===== config.mk =====
export PLATFORM = sky130hd
export DESIGN_NAME = nios_print_fifo
export DESIGN_NICKNAME = d
export VERILOG_FILES = /design/src/rtl/nios_print_fifo.sv
export SDC_FILE = /design/constraint.sdc
export NUM_CORES = 1
export LEC_CHECK = 0
export CORE_UTILIZATION = 30
export DETAILED_ROUTE_END_ITERATION = 6
export GPL_TIMING_DRIVEN = 0
export SLEW_MARGIN = 0
export SYNTH_ARGS = -nofsm -noshare
export SYNTH_HDL_FRONTEND = slang
export SYNTH_SLANG_ARGS = --single-unit

===== constraint.sdc =====
create_clock -name clk -period 10 [get_ports clk]
set_input_delay 1.5 -clock clk [delete_from_list [all_inputs] [get_ports clk]]
set_output_delay 1.5 -clock clk [all_outputs]
set_load 0.01 [all_outputs]

===== src/rtl/nios_print_fifo.sv =====
// Avalon-MM print-word decoder for Nios II debug output: per-channel escape decode into a FWFT record FIFO.
// Optional build macro PRINT_OVERFLOW_DROP_EN: drop records on a full FIFO instead of stalling the bus.
module nios_print_fifo #(
    parameter int CH_W       = 2,
    parameter int DATA_W     = 32,
    parameter int FIFO_DEPTH = 16
) (
    input  logic              clk,
    input  logic              reset_n,
    input  logic              avs_chipselect,
    input  logic [CH_W:0]     avs_address,
    input  logic              avs_write,
    input  logic [DATA_W-1:0] avs_writedata,
    input  logic              avs_read,
    output logic [DATA_W-1:0] avs_readdata,
    output logic              avs_waitrequest,
    output logic              rec_valid,
    input  logic              rec_ready,
    output logic [1:0]        rec_type,
    output logic [CH_W-1:0]   rec_channel,
    output logic [DATA_W-1:0] rec_data,
    output logic              stop_req,
    output logic [DATA_W-1:0] cycle_count
);

    localparam int NUM_CH = 2**CH_W;
    localparam int AW     = $clog2(FIFO_DEPTH);

    localparam logic [DATA_W-1:0] ESC_STOP = '1;
    localparam logic [DATA_W-1:0] ESC_FLT  = {{(DATA_W-2){1'b1}}, 2'b10};
    localparam logic [DATA_W-1:0] ESC_DEC  = {{(DATA_W-2){1'b1}}, 2'b01};
    localparam logic [DATA_W-1:0] ESC_CYC  = {{(DATA_W-2){1'b1}}, 2'b00};

    typedef enum logic [1:0] {IDLE, EXP_FLT, EXP_DEC} dec_state_e;
    typedef enum logic [1:0] {REC_CHAR, REC_FLOAT, REC_DEC, REC_CYCLES} rec_type_e;

    dec_state_e state_q [NUM_CH];
    dec_state_e state_d [NUM_CH];

    logic              sel_ctrl;
    logic [CH_W-1:0]   ch;
    logic              wr_acc;
    logic              data_wr;
    logic              ctrl_wr;

    logic              push;
    rec_type_e         push_type;
    logic [DATA_W-1:0] push_data;
    logic              stop_set;

    logic [1:0]        mem_type [FIFO_DEPTH];
    logic [CH_W-1:0]   mem_ch   [FIFO_DEPTH];
    logic [DATA_W-1:0] mem_data [FIFO_DEPTH];
    logic [AW-1:0]     wr_ptr;
    logic [AW-1:0]     rd_ptr;
    logic [AW:0]       count;
    logic              full;
    logic              do_push;
    logic              do_pop;
    logic              overflow_q;
    logic [DATA_W-1:0] status;

    assign sel_ctrl = avs_address[CH_W];
    assign ch       = avs_address[CH_W-1:0];
    assign wr_acc   = avs_chipselect & avs_write & ~avs_waitrequest;
    assign data_wr  = wr_acc & ~sel_ctrl;
    assign ctrl_wr  = wr_acc & sel_ctrl;

    assign full = (count == (AW+1)'(FIFO_DEPTH));

`ifdef PRINT_OVERFLOW_DROP_EN
    assign avs_waitrequest = 1'b0;

    always_ff @(posedge clk or negedge reset_n) begin
        if (!reset_n)
            overflow_q <= 1'b0;
        else if (push & full)
            overflow_q <= 1'b1;
        else if (ctrl_wr & avs_writedata[2])
            overflow_q <= 1'b0;
    end
`else
    assign avs_waitrequest = avs_chipselect & avs_write & ~sel_ctrl & full;
    assign overflow_q      = 1'b0;
`endif

    // Only the addressed channel can change state in a given cycle.
    always_comb begin
        state_d   = state_q;
        push      = 1'b0;
        push_type = REC_CHAR;
        push_data = '0;
        stop_set  = 1'b0;
        if (data_wr) begin
            case (state_q[ch])
                IDLE: begin
                    if (avs_writedata == ESC_STOP) begin
                        stop_set = 1'b1;
                    end else if (avs_writedata == ESC_FLT) begin
                        state_d[ch] = EXP_FLT;
                    end else if (avs_writedata == ESC_DEC) begin
                        state_d[ch] = EXP_DEC;
                    end else if (avs_writedata == ESC_CYC) begin
                        push      = 1'b1;
                        push_type = REC_CYCLES;
                        push_data = cycle_count;
                    end else begin
                        push           = 1'b1;
                        push_type      = REC_CHAR;
                        push_data[7:0] = avs_writedata[7:0];
                    end
                end
                EXP_FLT: begin
                    push        = 1'b1;
                    push_type   = REC_FLOAT;
                    push_data   = avs_writedata;
                    state_d[ch] = IDLE;
                end
                EXP_DEC: begin
                    push        = 1'b1;
                    push_type   = REC_DEC;
                    push_data   = avs_writedata;
                    state_d[ch] = IDLE;
                end
                default: state_d[ch] = IDLE;
            endcase
        end
    end

    always_ff @(posedge clk or negedge reset_n) begin
        if (!reset_n) begin
            for (int unsigned i = 0; i < NUM_CH; i++)
                state_q[i] <= IDLE;
        end else begin
            state_q <= state_d;
        end
    end

    assign do_push = push & ~full;
    assign do_pop  = rec_valid & rec_ready;

    always_ff @(posedge clk) begin
        if (do_push) begin
            mem_type[wr_ptr] <= push_type;
            mem_ch[wr_ptr]   <= ch;
            mem_data[wr_ptr] <= push_data;
        end
    end

    always_ff @(posedge clk or negedge reset_n) begin
        if (!reset_n) begin
            wr_ptr <= '0;
            rd_ptr <= '0;
            count  <= '0;
        end else begin
            if (do_push)
                wr_ptr <= wr_ptr + AW'(1);
            if (do_pop)
                rd_ptr <= rd_ptr + AW'(1);
            if (do_push & ~do_pop)
                count <= count + (AW+1)'(1);
            else if (do_pop & ~do_push)
                count <= count - (AW+1)'(1);
        end
    end

    // Head fields are masked while empty so they read 0 out of reset without resetting the RAM.
    assign rec_valid   = (count != '0);
    assign rec_type    = rec_valid ? mem_type[rd_ptr] : '0;
    assign rec_channel = rec_valid ? mem_ch[rd_ptr]   : '0;
    assign rec_data    = rec_valid ? mem_data[rd_ptr] : '0;

    always_ff @(posedge clk or negedge reset_n) begin
        if (!reset_n)
            stop_req <= 1'b0;
        else if (stop_set)
            stop_req <= 1'b1;
        else if (ctrl_wr & avs_writedata[0])
            stop_req <= 1'b0;
    end

    always_ff @(posedge clk or negedge reset_n) begin
        if (!reset_n)
            cycle_count <= '0;
        else if (ctrl_wr & avs_writedata[1])
            cycle_count <= '0;
        else
            cycle_count <= cycle_count + DATA_W'(1);
    end

    always_comb begin
        status           = '0;
        status[DATA_W-1] = stop_req;
        status[DATA_W-2] = full;
        status[DATA_W-3] = overflow_q;
        status[15:0]     = 16'(count);
    end

    always_ff @(posedge clk or negedge reset_n) begin
        if (!reset_n)
            avs_readdata <= '0;
        else if (avs_chipselect & avs_read)
            avs_readdata <= sel_ctrl ? status : '0;
    end

endmodule


### Word level (Yosys, flattened, before mapping)

Memory sizes are Yosys's and may differ from the RTL's.
Cells that the tools add are included.

| cells by class | value |
|---|---|
| bitwise gates (word level) | 27 |
| add/subtract/negate cells | 5 |
| equality and inequality tests | 9 |
| mux-type cells | 41 |
| magnitude comparators | 2 |
| reductions and logical operators | 7 |

Operators by type and width:

| kind | count |
|---|---|
| 32-bit 2-to-1 mux | 7 |
| 32-bit == test (second input constant) | 4 |
| 32-bit case mux with 2 select lines | 1 |
| 8-bit 2-to-1 mux | 5 |
| 32-bit by 1-bit adder with 32-bit output (second input constant) | 1 |
| 24-bit 2-to-1 mux | 1 |
| 2-bit 2-to-1 mux | 10 |
| 1-bit bitwise AND | 13 |
| 1-bit 2-to-1 mux | 11 |
| 5-bit 2-to-1 mux | 2 |
| 4-bit by 1-bit adder with 4-bit output (second input constant) | 2 |
| 4-bit bitwise AND | 2 |
| 8-bit bitwise AND | 1 |
| 4-bit NOT | 2 |
| 8-bit NOT | 1 |
| 4-bit OR | 2 |
| 2-bit case mux with 3 select lines | 1 |
| 5-bit by 1-bit adder with 5-bit output (second input constant) | 1 |
| 5-bit == test (second input constant) | 1 |
| 1-bit NOT | 5 |
| 5-bit nonzero test | 1 |
| 5-bit by 1-bit subtractor with 5-bit output (second input constant) | 1 |
| 2-bit binary-select mux with 2-bit select | 1 |
| 2-bit demux with 2-bit select | 1 |
| 13 further kinds | 14 |

| word-level totals | value |
|---|---|
| RAM bits | 576 |
| bits in registers | 86 |
| memories kept | 3 |

Memory list:

| memory | words | bits a word | rd ports | clocked after memory_dff | wr ports | RTL line | source |
|---|---|---|---|---|---|---|---|
| mem_data | 16 | 32 | 1 | 0 | 1 | 53 | `logic [DATA_W-1:0] mem_data [FIFO_DEPTH];` |
| mem_ch | 16 | 2 | 1 | 0 | 1 | 52 | `logic [CH_W-1:0] mem_ch [FIFO_DEPTH];` |
| mem_type | 16 | 2 | 1 | 0 | 1 | 51 | `logic [1:0] mem_type [FIFO_DEPTH];` |

### Logic depth before layout (Yosys ltp)

Gate-level depths: netlist of run 1.

| logic depth | value |
|---|---|
| word-level depth | 13 |
| mapped depth | 15 |
| gate-level depth less buffers | 14 |

### Least setup slack after synthesis of run 1

No wires, ideal clock.

| timing | value |
|---|---|
| path kind | input port to flip-flop |
| from | input port avs_address[0] |
| to | memory mem_ch[0][0], enable pin |
| stages | 7 |
| buffers on the path | 2 |
| library setup time | 0.532 ns |
| arrival time | 6.582 ns |
| setup slack | 2.886 ns |
| cell sequence | mux4_2 -> inv_1 -> ha_1 -> clkbuf_1 -> o21ai_1 -> buf_4 -> nor4b_1 |

| on the way | value |
|---|---|
| longest elaborated chain between the ends | 11 |
| elaborated cells between the ends (all ways) | 13 |

Ends and longest elaborated chain:

| item | RTL line | source |
|---|---|---|
| start: declaration | 11 | `input logic [CH_W:0] avs_address,` |
| 2-bit NOT with 3-bit output (not written as such) (*) | 95 | `case (state_q[ch])` |
| 2-bit binary-select mux with 2-bit select (*) | 95 |  |
| 2-bit 2-to-1 mux (not written as such) (*) (2 in series) | 95 |  |
| 2-bit == test or 2-bit by 1-bit == test with 1-bit output (tied branches) | 95 |  |
| 2-bit OR reduction (no line) | -- |  |
| 1-bit case mux with 2 select lines (*) | 95 |  |
| 1-bit 2-to-1 mux (*) | 94 | `if (data_wr) begin` |
| 1-bit bitwise AND (*) | 139 | `assign do_push = push & ~full;` |
| 1-bit 2-to-1 mux (*) | 143 | `if (do_push) begin` |
| 1-bit 2-to-1 mux (not written as such) (*) | 145 | `mem_ch[wr_ptr] <= ch;` |
| end: declaration | 52 |  |

Mark *: on every way between the ends. The rest lies on a longest branch, timed or not. The select of a mux whose other input is x is not followed.

### Worst setup path after layout of run 1

| timing | value |
|---|---|
| from | input port avs_address[0] |
| to | register count[4] |

| on the way | value |
|---|---|
| longest elaborated chain between the ends | 12 |
| elaborated cells between the ends (all ways) | 16 |

Ends and longest elaborated chain:

| item | RTL line | source |
|---|---|---|
| 2-bit NOT with 3-bit output (not written as such) (*) | 95 |  |
| 2-bit binary-select mux with 2-bit select (*) | 95 |  |
| 2-bit 2-to-1 mux (not written as such) (*) (2 in series) | 95 |  |
| 2-bit == test or 2-bit by 1-bit == test with 1-bit output (tied branches) | 95 |  |
| 2-bit OR reduction (no line) | -- |  |
| 1-bit case mux with 2 select lines (*) | 95 |  |
| 1-bit 2-to-1 mux (*) | 94 |  |
| 1-bit bitwise AND (*) | 139 |  |
| via do_push | 58 | `logic do_push;` |
| 1-bit NOT | 162 | `else if (do_pop & ~do_push)` |
| 1-bit bitwise AND | 162 |  |
| 2-bit nonzero test (no line) | -- |  |
| end signal: assignment | 161 | `count <= count + (AW+1)'(1);` |
| end signal: assignment | 163 | `count <= count - (AW+1)'(1);` |
| end: declaration | 56 | `logic [AW:0] count;` |

The timed path passes the listed nets; every way through them passes the cells marked *. The select of a mux whose other input is x is not followed.
A chain may end at the register's enable or synchronous reset.

==> results.yml, run 1 <==
timing:
  hold_viol_final: 0
  finalMaxSlewViolations: 0
  relSlewSlack_pct: 6.35
  max_clock_freq_ghz: 0.171
  finalClockSkew_ns: 0.0267
  worst_pin_slew_ns: 1.39
  fin_crit_sh_pct: 58.4
  rsz0062_at_grt: "no"
  post-route-min-period_ns: 5.84
  tns_ns: 0
  setup_viol_count_final: 0
logic_synthesis:
  synth-seq-cells: 637
  synth_area_leader_cell: "edfxtp_1"
  synth-main-ff-cell: "edfxtp_1"
  synth_edf_count: 576
  synthTopCellsByArea: "edfxtp_1 (67%), mux4_2 (16%), dfrtp_1 (5.9%), nor2_1 (0.99%), and2_1 (0.87%)"
  yosysWarnings: 0
  yosysUniqueCellTypes: 51
  synth-async-reset-ratio_pct: 9.58
  synth_top_area_share_pct: 67.2
  yosysSeqAreaShare_pct: 73.1
  netlist_area_mm2: 0.0258
  synth.avg_cell_area_um2: 20.1
  syn_inst: 1283
floorplanning:
  dieArea_mm2: 0.0870
  coreArea_mm2: 0.0851
  boundaryPins: 144
  die_height_um: 295
  die_w_um: 295
  rows: 107
  start_util_pct: 30.2
clock_tree:
  cts_resized: 0
  cts_root_buffer: "clkbuf_16"
  cts.sinks: 637
  cts_tree: "built"
  clk_pin_slew_ns: 0.06
  cts_hold_buf: 0
  h-tree-depth: 2
  clockBufferDepth: 3
  post-cts-setup-buffers: 0
  cts_inserted_buffers: 61
  clk_latency_ns: 0.63
status:
  status: "completed"
final_layout:
  drive_above_1_share_pct: 26.0
  area_growth_pct: 21.3
  nNetsFinal: 1602
  final_cell_area_mm2: 0.0312
  finalNonFillerCells: 2742
power_and_ir_drop:
  power_mw: 7.46
  irDropWorstVdd_mv: 0.152
  p_leak_nw: 10.9
  powerDensity_mw_per_mm2: 239
route:
  drcViolationCount: 0
  detail_route.iter0.violations: 1460
  vias: 13700
  antenna_left: 0
  wl_um: 68500
  post_drt_wl_per_cell_um: 25.0
  dr.pass1.iters: 4
  vias_per_cell: 5.00
global_routing:
  grt_max_degree: 62
  antenna_found_initial: 0
  grt_pass1_vias: 14100
  grt_pass1_wl_um: 97800
  track_usage_pct: 15.8
  grt-ovfl-total: 0
run:
  cap_violations: 0
setup_path:
  rrSetupSlack_ns: 5.80
  timing.rr.end: "count[4]"
  crit_start: "avs_address[0]"
  cp.arrival_ns: 6.37
  crit_type: "in2reg"
  crit_path_start_kind: "input port"
  cp-end-kind: "flip-flop"
  cp_cell_sequence: "clkdlybuf4s50_1 -> mux4_2 -> inv_1 -> ha_1 -> clkbuf_1 -> o21ai_1 -> buf_2 -> inv_1 -> ha_1 -> inv_1 -> ha_1 -> nor2b_1 -> o21a_1 -> or3_1 -> a21oi_1 -> xor2_1"
  reg2regPathDepth: 15
  slowest_delay_ns: 0.99
  cp_max_fo: 22
  crit_slowest_cell: "clkdlybuf4s50_1"
  crit_required_ns: 10.53
min_path:
  hold_class: "reg2reg"
  whs_path_depth: 1
placement:
  dp.cells: 2628
  gp_congestion: 0.789
  dp_hpwl_um: 47000
  dpl-instance-area_mm2: 0.0293
  io_buffer_count: 116
-- worst max-delay path: cells and delay by family --
family                     cells  cell delay, ns
buffers and inverters          6            2.20
adders and majority gates      3            0.77
AOI/OAI and AO/OA              3            0.66
muxes                          1            0.62
and+or+nand+nor                2            0.44
xor gates and xnor gates       1            0.17
-- per-layer routing --
layer	share of wire (%)	up-vias	global-route usage, %
met5	0	-	0
met4	1.3	0	3.40
met3	9.5	64	4.13
met2	46	604	24.2
met1	43	7307	22.4
li1	-	5729	-
-- synth_stat cells, types with 3 or more instances --
cell type / instances
nand4_1: 19
nor2_1: 68
or3_1: 4
nand2_1: 38
buf_4: 28
clkbuf_1: 42
inv_1: 11
and3_1: 4
nor4_1: 5
and2_1: 36
xnor2_1: 17
nand3_1: 23
a21oi_1: 7
mux4_2: 182
buf_2: 21
xor2_1: 21
and4_1: 4
a22o_1: 7
mux2_2: 9
o21ai_0: 14
nor4b_1: 4
ha_1: 13
nor2b_1: 4
dfrtp_1: 61
a22oi_1: 24
edfxtp_1: 576
nor3_1: 10
nor4bb_1: 3
-- power by group --
group / switching, mW / internal (mW)
registers: 0.0906 / 2.96
clock network: 0.995 / 1.29
logic: 1.07 / 1.05
-- metrics by stage --
stage	hold slack [ns]	worst slack [ns]	utilization, %
global placement	0.480	-4.07	33.4
detailed placement	0.487	3.59	34.4
global route	0.504	3.88	36.7
CTS	0.501	4.23	36.7
finish	0.502	4.16	36.7
floorplan	0.474	2.89	-
-- flip-flops by register name, indices dropped and copies added (netlist names), named ones only --
name	cells
mem_data	512
stop_req	1
avs_readdata	7
cycle_count	32
rd_ptr	4
count	5
mem_type	32
wr_ptr	4
mem_ch	32
-- area by class of cell --
cell class,instances,area [um2]
Multi-Input combinational cell,567,6650
Clock inverter,39,364
Clock buffer,74,1600
Antenna cell,1,2.50
Sequential cell,637,18800
Timing Repair Buffer,177,1860
Fill cell,7857,53900
Inverter,11,41.3
Buffer,92,477
Tap cell,1144,1430
-- placed cells by master (no fill, tap or decap), types with 7 or more instances in the layout --
| cell type | netlist | layout |
|---|---|---|
| nand3_1 | 23 | 23 |
| nand2_1 | 38 | 38 |
| xor2_1 | 21 | 21 |
| nor2_1 | 68 | 61 |
| dfrtp_1 | 61 | 61 |
| buf_6 | 0 | 18 |
| nand4_1 | 19 | 19 |
| a22oi_1 | 24 | 24 |
| clkbuf_1 | 42 | 54 |
| inv_1 | 11 | 11 |
| mux2_2 | 9 | 9 |
| a21oi_1 | 7 | 7 |
| nor3_1 | 10 | 7 |
| buf_8 | 0 | 9 |
| o21ai_0 | 14 | 14 |
| clkdlybuf4s50_1 | 0 | 115 |
| and2_1 | 36 | 36 |
| buf_2 | 21 | 21 |
| clkbuf_16 | 0 | 62 |
| buf_12 | 0 | 7 |
| conb_1 | 1 | 25 |
| a22o_1 | 7 | 7 |
| clkinv_1 | 0 | 12 |
| clkinv_2 | 0 | 12 |
| buf_4 | 28 | 55 |
| ha_1 | 13 | 13 |
| mux4_2 | 182 | 182 |
| edfxtp_1 | 576 | 576 |
| xnor2_1 | 17 | 17 |
| nor2_4 | 0 | 7 |
-- worst max-delay path by stage --
stage	slack (ns)	depth (start not counted)	end
3_3_place_gp	-4.07	8	mem_data[0][15]
5_1_grt	3.88	16	count[4]
2_1_floorplan	2.89	7	mem_ch[0][0]
3_5_place_dp	3.59	16	count[4]
6_report	4.16	16	count[4]
4_1_cts	4.23	16	count[4]
-- cell families (layout without fill, tap and decap cells) --
family	count (synthesis)	count (layout)	share of synthesized area, %
xor gates and xnor gates	38	38	1.29
other	1	26	0.0146
muxes	194	194	16.4
DFF	637	637	73.1
adders and majority gates	14	14	0.709
buffers and inverters	103	393	2.01
and+or+nand+nor	234	234	4.78
AOI/OAI and AO/OA	62	62	1.67
Note: power is estimated with default switching activity, not from simulation.
==> run 2: changes to the inputs <==
clock period = 5.9 ns   (was 10 ns; I/O delays follow)
==> run 2 against run 1 <==
  * Global-route usage is 0.10 points higher
  * Setup slack worse by 3.4 ns
  * Non-clock buffer count shrank 1
  * Largest power group unchanged
  * Highest routed layer unchanged
==> results.yml, run 2 (synthesis gave the netlist of run 1 again) <==
status:
  status: "completed"
clock_tree:
  cts_root_buffer: "clkbuf_16"
  clk_latency_ns: 0.64
  cts_tree: "built"
  clockBufferDepth: 3
  cts_inserted_buffers: 59
  cts.sinks: 637
  h-tree-depth: 2
  post-cts-setup-buffers: 0
  cts_hold_buf: 0
  clk_pin_slew_ns: 0.07
  cts_resized: 0
power_and_ir_drop:
  swShare_pct: 29.0
  power.combinational.fraction_pct: 28.6
  irDropWorstVdd_mv: 0.271
  p_leak_nw: 10.9
  power_mw: 12.6
  powerDensity_mw_per_mm2: 403
  p_clk_share_pct: 30.3
  p_switching_mw: 3.65
  p_seq_share_pct: 41.1
  intPower_mw: 8.93
setup_path:
  cp_max_fo: 22
  cp-end-kind: "flip-flop"
  crit_start: "avs_address[0]"
  reg2regPathDepth: 11
  crit_required_ns: 6.26
  crit_path_start_kind: "input port"
  cp.arrival_ns: 5.50
  crit_type: "in2reg"
  rrSetupSlack_ns: 1.77
  timing.rr.end: "mem_data[2][18]"
timing:
  post-route-min-period_ns: 5.14
  fin_crit_sh_pct: 87.0
  max_clock_freq_ghz: 0.195
  tns_ns: 0
  rsz0062_at_grt: "no"
  setup_viol_count_final: 0
  relSlewSlack_pct: 10.2
  finalClockSkew_ns: 0.0237
  worst_pin_slew_ns: 1.34
  hold_viol_final: 0
  finalMaxSlewViolations: 0
global_routing:
  grt_pass1_vias: 14000
  grt_pass1_wl_um: 99300
  track_usage_pct: 15.9
  grt_max_degree: 62
  antenna_found_initial: 1
  grt-ovfl-total: 0
floorplanning:
  dieArea_mm2: 0.0870
  boundaryPins: 144
  coreArea_mm2: 0.0851
  rows: 107
  start_util_pct: 30.2
  die_w_um: 295
  die_height_um: 295
run:
  cap_violations: 0
placement:
  io_buffer_count: 116
  gp_congestion: 0.774
  dp_hpwl_um: 46800
route:
  detail_route.iter0.violations: 1393
  vias: 13800
  wl_um: 68600
  vias_per_cell: 5.03
  drcViolationCount: 0
  dr.pass1.iters: 7
  antenna_left: 0
  post_drt_wl_per_cell_um: 25.0
final_layout:
  multiInputGateArea_mm2: 0.00666
  area_growth_pct: 21.1
  regMostFlops: "mem_data"
  antennaDiodeCount: 0
  fill_cells: 7860
  fin_util_pct: 36.6
  nNetsFinal: 1599
  final_cell_mix: "edfxtp_1 (576), mux4_2 (182), clkdlybuf4s50_1 (115)"
  largest_reg_flops: 512
  layout_commonest_cell: "edfxtp_1"
  regArea_mm2: 0.0188
  drive_above_1_share_pct: 25.8
min_path:
  hold_class: "in2async"
-- run 2: cell count changes in the layout (fill, tap and decap cells not counted), moves of 3 or more --
cell        change
buf_16          +3
buf_4           -4
buf_6          +10
buf_8           -8
clkbuf_8        +3
clkinvlp_4      -4
-- run 2: cell type report --
| cell class | count | share of cell area (%) |
|---|---|---|
| tap | 1144 | 4.59 |
| clock buffer | 77 | 5.11 |
| inverter | 11 | 0.132 |
| timing repair buffer | 176 | 5.98 |
| buffer | 92 | 1.53 |
| multi-input combinational | 567 | 21.3 |
| sequential | 637 | 60.3 |
| clock inverter | 35 | 0.979 |
-- run 2: worst max path at each step --
stage,slack (ns),endpoint,cells past startpoint
after floorplan,-0.56,mem_ch[1][0],7
after global placement,-7.52,mem_data[1][17],8
after detailed placement,-0.02,mem_data[2][18],12
after CTS,0.69,mem_data[2][18],12
after global routing,0.45,mem_data[2][18],12
final,0.76,mem_data[2][18],12
-- run 2: routing by layer --
layer  vias up  global-route usage (%)  part of all wire [%]
li1       5725                       -                     -
met1      7391                    22.8                    44
met2       597                    23.9                    45
met3        70                    4.18                   9.4
met4         0                    3.84                   1.7
met5         -                       0                     0
-- run 2: critical path, stage by stage --
cell	delay [ns]
clkdlybuf4s50_1	0.98
mux4_2	0.62
inv_1	0.13
ha_1	0.14
clkbuf_1	0.66
o21ai_1	0.18
buf_4	0.25
nor4b_2	0.82
buf_4	0.33
buf_6	0.16
buf_4	0.17
buf_4	0.15
-- run 2: stage by stage --
step / std cells / setup slack, ns / hold slack, ns / instance area, um2
2_1_floorplan: 1307 / -0.563 / 0.474 / 25800
4_1_cts: 2739 / 0.686 / 0.390 / 31200
3_3_place_gp: 2567 / -7.52 / 0.480 / 28400
5_1_grt: 2739 / 0.450 / 0.426 / 31200
3_5_place_dp: 2627 / -0.0242 / 0.473 / 29300
6_report: 2739 / 0.764 / 0.365 / 31200
-- run 2: power by group through the flow --
| stage | logic [mW] | clock network, mW | registers (mW) |
|---|---|---|---|
| floorplan | 2.19 | 0 | 5.23 |
| global placement | 3.59 | 0 | 5.27 |
| detailed placement | 3.69 | 0 | 5.26 |
| CTS | 3.70 | 3.88 | 5.17 |
| global route | 3.84 | 4.04 | 5.19 |
| finish | 3.59 | 3.81 | 5.17 |
